<file path="config.mk">
export PLATFORM = sky130hd
export DESIGN_NAME = fetch_stage
export DESIGN_NICKNAME = d
export VERILOG_FILES = /design/src/rtl/fetch_stage_pkg.sv /design/src/rtl/fetch_stage_ifid_reg.sv /design/src/rtl/fetch_stage.sv
export SDC_FILE = /design/constraint.sdc
export NUM_CORES = 1
export LEC_CHECK = 0
export CORE_ASPECT_RATIO = 2
export CORE_UTILIZATION = 43
export DETAILED_ROUTE_END_ITERATION = 8
export PLACE_DENSITY = 0.8
export SETUP_SLACK_MARGIN = 0.3
export SLEW_MARGIN = 10
export SYNTH_ARGS = -nofsm -noshare
export SYNTH_HDL_FRONTEND = slang
export SYNTH_SLANG_ARGS = --single-unit
export TNS_END_PERCENT = 5
</file>
<file path="constraint.sdc">
create_clock -name clk_i -period 2.7 [get_ports clk_i]
set_input_delay 0.54 -clock clk_i [delete_from_list [all_inputs] [get_ports clk_i]]
set_output_delay 0.54 -clock clk_i [all_outputs]
set_load 0.005 [all_outputs]
</file>
<file path="src/rtl/fetch_stage_pkg.sv">
// Shared types and constants for the instruction fetch stage.
// Holds the FSM encoding, the NOP word and the PC legality helper.
package fetch_stage_pkg;

   typedef enum logic [1:0] {
      ST_BOOT = 2'd0,
      ST_RUN  = 2'd1,
      ST_HALT = 2'd2
   } fetch_state_t;

   localparam logic [31:0] NOP_INSTR  = 32'h0000_0000;
   localparam logic [31:0] WORD_BYTES = 32'd4;

   // Compare the word index rather than the byte address so large depths cannot overflow.
   function automatic logic pc_legal(input logic [31:0] pc, input logic [31:0] words);
      return (pc[1:0] == 2'b00) && ({2'b00, pc[31:2]} < words);
   endfunction

endpackage

</file>
<file path="src/rtl/fetch_stage_ifid_reg.sv">
// IF/ID pipeline register with bubble > hold > load priority.
// Bubble clears valid and inserts a NOP while keeping the last PC+4.
import fetch_stage_pkg::*;

module ifid_reg (
   input  logic        clk_i,
   input  logic        rst_i,
   input  logic        load,
   input  logic        bubble,
   input  logic        hold,
   input  logic [31:0] pc4_d,
   input  logic [31:0] instr_d,
   output logic [31:0] pc4,
   output logic [31:0] instr,
   output logic        valid
);

   logic [31:0] pc4_reg;
   logic [31:0] instr_reg;
   logic        valid_reg;

   always_ff @(posedge clk_i) begin
      if (rst_i) begin
         pc4_reg   <= 32'h0;
         instr_reg <= NOP_INSTR;
         valid_reg <= 1'b0;
      end else if (bubble) begin
         instr_reg <= NOP_INSTR;
         valid_reg <= 1'b0;
      end else if (!hold && load) begin
         pc4_reg   <= pc4_d;
         instr_reg <= instr_d;
         valid_reg <= 1'b1;
      end
   end

   assign pc4   = pc4_reg;
   assign instr = instr_reg;
   assign valid = valid_reg;

endmodule

</file>
<file path="src/rtl/fetch_stage.sv">
// Instruction fetch stage: PC register, BOOT/RUN/HALT control and IF/ID register.
// Define FETCH_PERF_CNT_EN to add the fetch and stall performance counters.
import fetch_stage_pkg::*;

module fetch_stage #(
   parameter logic [31:0] RESET_PC   = 32'h0000_0000,
   parameter int          IMEM_WORDS = 128
) (
   input  logic        clk_i,
   input  logic        rst_i,
   input  logic        stall_i,
   input  logic        redirect_i,
   input  logic [31:0] redirect_pc_i,
   output logic [31:0] imem_addr_o,
   input  logic [31:0] imem_instr_i,
   output logic [31:0] ifid_pc4_o,
   output logic [31:0] ifid_instr_o,
   output logic        ifid_valid_o,
`ifdef FETCH_PERF_CNT_EN
   output logic [31:0] fetch_cnt_o,
   output logic [31:0] stall_cnt_o,
`endif
   output logic        fetch_err_o
);

   localparam logic [31:0] IMEM_WORDS_W = 32'(IMEM_WORDS);

   fetch_state_t state_reg, state_next;
   logic [31:0]  pc_reg, pc_next;
   logic [31:0]  pc_plus4;
   logic         ifid_load;
   logic         ifid_bubble;
   logic         ifid_hold;

   assign pc_plus4 = pc_reg + WORD_BYTES;

   always_ff @(posedge clk_i) begin
      if (rst_i) begin
         state_reg <= ST_BOOT;
         pc_reg    <= RESET_PC;
      end else begin
         state_reg <= state_next;
         pc_reg    <= pc_next;
      end
   end

   always_comb begin
      state_next  = state_reg;
      pc_next     = pc_reg;
      ifid_load   = 1'b0;
      ifid_bubble = 1'b0;
      ifid_hold   = 1'b0;
      case (state_reg)
         ST_BOOT: begin
            state_next = ST_RUN;
            pc_next    = RESET_PC;
         end
         ST_RUN: begin
            if (redirect_i) begin
               pc_next     = redirect_pc_i;
               ifid_bubble = 1'b1;
            end else if (stall_i) begin
               ifid_hold = 1'b1;
            end else if (!pc_legal(pc_reg, IMEM_WORDS_W)) begin
               // The word at an illegal PC is dropped, never issued.
               state_next  = ST_HALT;
               ifid_bubble = 1'b1;
            end else begin
               pc_next   = pc_plus4;
               ifid_load = 1'b1;
            end
         end
         ST_HALT: begin
            if (redirect_i) begin
               state_next  = ST_RUN;
               pc_next     = redirect_pc_i;
               ifid_bubble = 1'b1;
            end
         end
         default: begin
            state_next = ST_BOOT;
            pc_next    = RESET_PC;
         end
      endcase
   end

   ifid_reg u_ifid_reg (
      .clk_i   (clk_i),
      .rst_i   (rst_i),
      .load    (ifid_load),
      .bubble  (ifid_bubble),
      .hold    (ifid_hold),
      .pc4_d   (pc_plus4),
      .instr_d (imem_instr_i),
      .pc4     (ifid_pc4_o),
      .instr   (ifid_instr_o),
      .valid   (ifid_valid_o)
   );

   assign imem_addr_o = pc_reg;
   assign fetch_err_o = (state_reg == ST_HALT);

`ifdef FETCH_PERF_CNT_EN
   logic [31:0] fetch_cnt_reg;
   logic [31:0] stall_cnt_reg;

   always_ff @(posedge clk_i) begin
      if (rst_i) begin
         fetch_cnt_reg <= 32'h0;
         stall_cnt_reg <= 32'h0;
      end else begin
         if (ifid_load) fetch_cnt_reg <= fetch_cnt_reg + 32'd1;
         if (ifid_hold) stall_cnt_reg <= stall_cnt_reg + 32'd1;
      end
   end

   assign fetch_cnt_o = fetch_cnt_reg;
   assign stall_cnt_o = stall_cnt_reg;
`endif

endmodule

</file>
After elaboration in Yosys (flattened, before gate mapping). Index checks and enable logic that the tools add are counted.

Register bits after elaboration: 99. Input bits: 68. Output and inout port bits: 98. Word-level logic and storage cells: 47.

Add/sub/neg operators: 1. Order comparisons: 1. Eq/ne operators: 8. Muxes and demuxes: 22. Bitwise logic cells: 1. Reductions and logical operators: 9.

Operators by type and width (count): 32-bit 2-to-1 mux (4); 32-bit one-hot mux with 2 select lines (1); 32-bit by 3-bit adder with 32-bit output, second input constant (1); 30-bit by 8-bit less-than comparator with 1-bit output, second input constant (1); 1-bit 2-to-1 mux (11); 2-bit 2-to-1 mux (4); 2-bit inequality test, second input constant (4); 3-bit inequality test, second input constant (2); 2-bit one-hot mux with 3 select lines (1); 2-bit zero test (2); 4-bit AND reduction (1); 3-bit AND reduction (1); 2-bit by 1-bit == test with 1-bit output, second input constant (1); 2-bit == test, second input constant (1); 1-bit logical AND (2); 1-bit one-hot mux with 2 select lines (1); 2-bit AND reduction (1); 2-bit OR reduction (1); 1-bit zero test (1); 1-bit NOT (1).

Longest topological paths before layout.
Depth in word-level cells: 8. Gate-level depth with buffers: 10. Depth with buffers taken out: 7.

Modules after synthesis. Synthesis repeated with hierarchy kept, for this count alone.

Cell total of the unflattened synthesis: 584. Area, all modules: 4515.6 µm².

Modules (own cells, without submodules): ifid_reg (times used 1, cells an instance 286, area an instance 2296.0 µm², sequential area each 1301.2 µm²); fetch_stage (times used 1, cells an instance 298, area an instance 2219.6 µm², sequential area each 680.7 µm²).

Worst setup path after synthesis. OpenSTA, ideal clock, no wires.

Path kind: input -> register. From: in redirect_i. To: reg u_ifid_reg.instr_reg[17] (netlist: u_ifid_reg.instr[17]). Library setup time: 0.066 ns. Data arrival time: 1.854 ns. Data required time: 2.634 ns. Path slack: 0.780 ns. Stages on the path: 9. Buffers on the path: 4. Cells stage by stage: buf_2 -> nand2b_1 -> buf_2 -> nor2_1 -> nand4_1 -> clkbuf_1 -> clkbuf_1 -> nand2_1 -> a21oi_2.

Cells in the longest elaborated chain, start to end: 4. Elaborated cells between the ends (all ways): 10. Those cells by class: 7 x mux; 3 x reduce/logical.

RTL lines: from (decl) (line fetch_stage.sv:12) `input logic redirect_i,`; branches (longest 4 deep; another with 1-bit one-hot mux with 2 select lines); to (signal assigned) (line fetch_stage_ifid_reg.sv:32) `instr_reg <= instr_d;`; to (decl) (line fetch_stage_ifid_reg.sv:19) `logic [31:0] instr_reg;`.

Parallel ways; which one is timed is not known. A chain may end at the register's enable or synchronous reset.

Worst setup path in the final report.
From: reg pc_reg[15] (netlist: imem_addr_o[15]). To: reg pc_reg[27] (netlist: imem_addr_o[27]).

Cells in the longest elaborated chain, start to end: 5. Elaborated cells between the ends (all ways): 9. Those cells by class: 1 x add/sub; 1 x order compare; 1 x eq/ne; 4 x mux; 2 x reduce/logical.

RTL lines: from (decl) (line fetch_stage.sv:29) `logic [31:0] pc_reg, pc_next;`; from (signal assigned) (line fetch_stage.sv:43) `pc_reg <= pc_next;`; 32-bit by 3-bit adder with 32-bit output (line fetch_stage.sv:35) `assign pc_plus4 = pc_reg + WORD_BYTES;`; 32-bit 2-to-1 mux (line fetch_stage.sv:64) `end else if (!pc_legal(pc_reg, IMEM_WORDS_W)) begin`; 32-bit 2-to-1 mux (line fetch_stage.sv:62) `end else if (stall_i) begin`; 32-bit 2-to-1 mux (line fetch_stage.sv:59) `if (redirect_i) begin`; 32-bit one-hot mux with 2 select lines (line fetch_stage.sv:53) `case (state_reg)`.

Several ways; a longest one is shown, not always the timed one. The select of a mux whose other input is x is not followed.

==> impl_metrics.py <==
metrics = {
    "grt": {
        "grt_max_degree": 39,
        "globalRouteOverflowTotal": 0,
        "grt_pass1_vias": 3914,
        "grt_pass1_wl_um": 19070,
        "grtUsageTotal": 0.2463,
        "antenna_found_initial": 0,
    },
    "critical_path": {
        "critical_path.slowest_cell": "and4_1",
        "r2r_start": "imem_addr_o[15]",
        "required_ns": 2.98,
        "r2r_slack_ns": 0.42,
        "crit_chain": "nor4_1, and4_1, and4_2, buf_4, a21o_1, a22o_1",
        "crit_start": "imem_addr_o[15]",
        "cpPeakStageDelay_ns": 0.42,
        "cp_max_fo": 18,
        "critPathCaptureType": "register",
        "critPathKind": "reg2reg",
        "critical_path_arrival_ns": 2.56,
        "crit_path_start_kind": "register",
    },
    "logic_synthesis": {
        "yosys.area_share.adder": 0.01518,
        "synth-xor-area-share": 0.01488,
        "synth.yosys.warnings": 0,
        "async_flop_share": 0,
        "synth_cell_type_count": 49,
        "syn_nets": 539,
        "synth_enable_flop_cells": 0,
        "synth_mux_area_frac": 0.004857,
        "ys_ff_latch": 99,
        "yosys-top-cells-count": "nand2_1, dfxtp_1, a21oi_2",
        "ys_top_cells_by_area": "dfxtp_1, nand2_1, a21oi_2, and2_1, a22o_1",
        "ys.flop_type": "dfxtp_1",
        "avgSynthCellArea_um2": 8.844,
        "synth_top_area_share": 0.4809,
        "synth-compound-area-share": 0.1955,
        "synthCells": 466,
        "yosysSeqAreaShare": 0.4809,
        "yosysMostFrequentCell": "nand2_1",
        "synth_top_family_by_area": "simple AND/OR/NAND/NOR gates",
        "yosys.area.top_type": "dfxtp_1",
        "synth_area_um2": 4121,
        "synth-simple-area-share": 0.2432,
    },
    "timing": {
        "period_needed_ns": 2.279,
        "setup_tns_ns": 0,
        "final_hold_viol_count": 0,
        "slew_violations": 0,
        "max_slew.worst_pin.slew_ns": 0.9893,
        "clock_skew_ns": 0.007806,
        "rsz0062_at_grt": "false",
        "fin_ws_ns": 0.4212,
        "maxSlewHeadroom": 0.3354,
        "finalCritPeriodShare": 0.8440,
        "fmax_ghz": 0.4388,
        "finalSetupViolCount": 0,
    },
    "job": {
        "cap_violations": 0,
    },
    "cts": {
        "cts_made_buffers": 9,
        "cts-hold-fix-buffers": 0,
        "worstSkewPairLatency_ns": 0.34,
        "cts.sinks": 99,
        "clkTransAtPathRegs_ns": 0.07,
        "cts.repair.resized": 0,
        "cts_tree": "done",
        "cts_setup_buffers": 0,
        "htreeDepth": 3,
        "clockBufferDepth": 2,
        "clockRootBuffer": "clkbuf_16",
    },
    "place": {
        "dpl_worst_slack_ns": 0.1664,
        "hpwl_um": 9131,
        "gp_congestion": 0.8822,
        "io_buffers": 165,
    },
    "layout": {
        "drive_gt1_frac": 0.1095,
        "nets": 699,
        "syn2layout_area_growth_pct": 49.36,
        "fill_cells": 798,
        "diodes": 0,
    },
    "route": {
        "drtPass1Iterations": 9,
        "remaining_drc_errors": 14,
        "wirelength_um": 12040,
        "routedWlPerCell_um": 16.40,
        "first_iter_violations": 144,
        "vias": 3965,
        "vias_per_cell": 5.402,
        "drtAntennaViolNets": 0,
    },
    "floorplanning": {
        "dieHeight_um": 140.5,
        "num_rows": 50,
        "start_util": 0.4421,
        "ioPinCount": 166,
        "dieArea_um2": 10000,
        "core_um2": 9321,
        "die_x_um": 71.23,
    },
    "status": {
        "violations": "DRC",
        "status": "finished with violations",
    },
    "power_and_ir_drop": {
        "ir_drop_mv": 0.3463,
        "powerDensity_nw_per_um2": 626.4,
        "p_leak_uw": 0.002127,
    },
    "hold_path": {
        "hold_class": "reg2reg",
        "min_from": "u_ifid_reg.pc4[3]",
    },
}
[placed cells by master (no fill, tap or decap), types with 9 or more instances in the layout]
master,Yosys,final
buf_4,5,14
and2_1,28,28
nand2_1,109,109
clkbuf_16,0,9
clkdlybuf4s50_1,0,165
o21ai_0,17,17
a21oi_2,29,29
a21oi_1,19,19
dfxtp_1,99,99
nor2_1,19,18
a22o_1,12,12
[critical path, delay by kind of cell, from the launching register on]
family / cells / cell delay [ns]
AO/OA/AOI/OAI: 2 / 0.49
buffers and inverters: 1 / 0.25
flip-flops: 1 / 0.36
AND/OR/NAND/NOR: 3 / 1.11
[final cells by class]
cell class / count / area (µm²) / share of cell area
inverters: 6 / 22.52 / 0.003659
well taps: 104 / 130.1 / 0.02114
clock buffers: 10 / 239.0 / 0.03882
repair buffers: 179 / 1757 / 0.2854
flip-flops and latches: 99 / 1982 / 0.3220
clock inverters: 5 / 63.81 / 0.01037
multi-input cells: 331 / 1962 / 0.3187
[metrics by stage]
stage / std cells / power, µW / utilization / hold WS [ns] / instance area [µm²]
after floorplan: 466 / 2202 / - / 0.4450 / 4121
after global routing: 734 / 4051 / 0.6604 / 0.4726 / 6156
after global placement: 719 / 2573 / 0.6277 / 0.4405 / 5851
after detailed placement: 719 / 2601 / 0.6277 / 0.4433 / 5851
after CTS: 734 / 3891 / 0.6601 / 0.4515 / 6153
final: 734 / 3856 / 0.6604 / 0.4487 / 6156
[logic make-up after synthesis]
| family | after synthesis |
|---|---|
| AND/OR/NAND/NOR | 209 |
| AO/OA/AOI/OAI | 108 |
| flip-flops | 99 |
| buffers and inverters | 36 |
| XOR/XNOR | 7 |
| adder cells (fa/ha/maj) | 5 |
| multiplexers | 2 |
[worst paths after layout]
kind,to,cells past startpoint
min,u_ifid_reg.pc4[3],2
max reg2reg,imem_addr_o[27],6
min reg2reg,u_ifid_reg.pc4[3],2
max,imem_addr_o[27],6
[where the power goes]
part	internal, µW	switching, µW
Clock	743	545
Combinational	433	519
Sequential	1550	69.3
Total	2720	1130
[metal layers]
layer | vias up | global-route usage | wire length (µm)
met2 | 162 | 0.4481 | 6510
met4 | 0 | 0.1505 | 588
met5 | - | 0 | 0
met1 | 1830 | 0.2528 | 4264
met3 | 39 | 0.04532 | 673
li1 | 1934 | - | -
No activity file was read; power rests on OpenSTA's default activity.
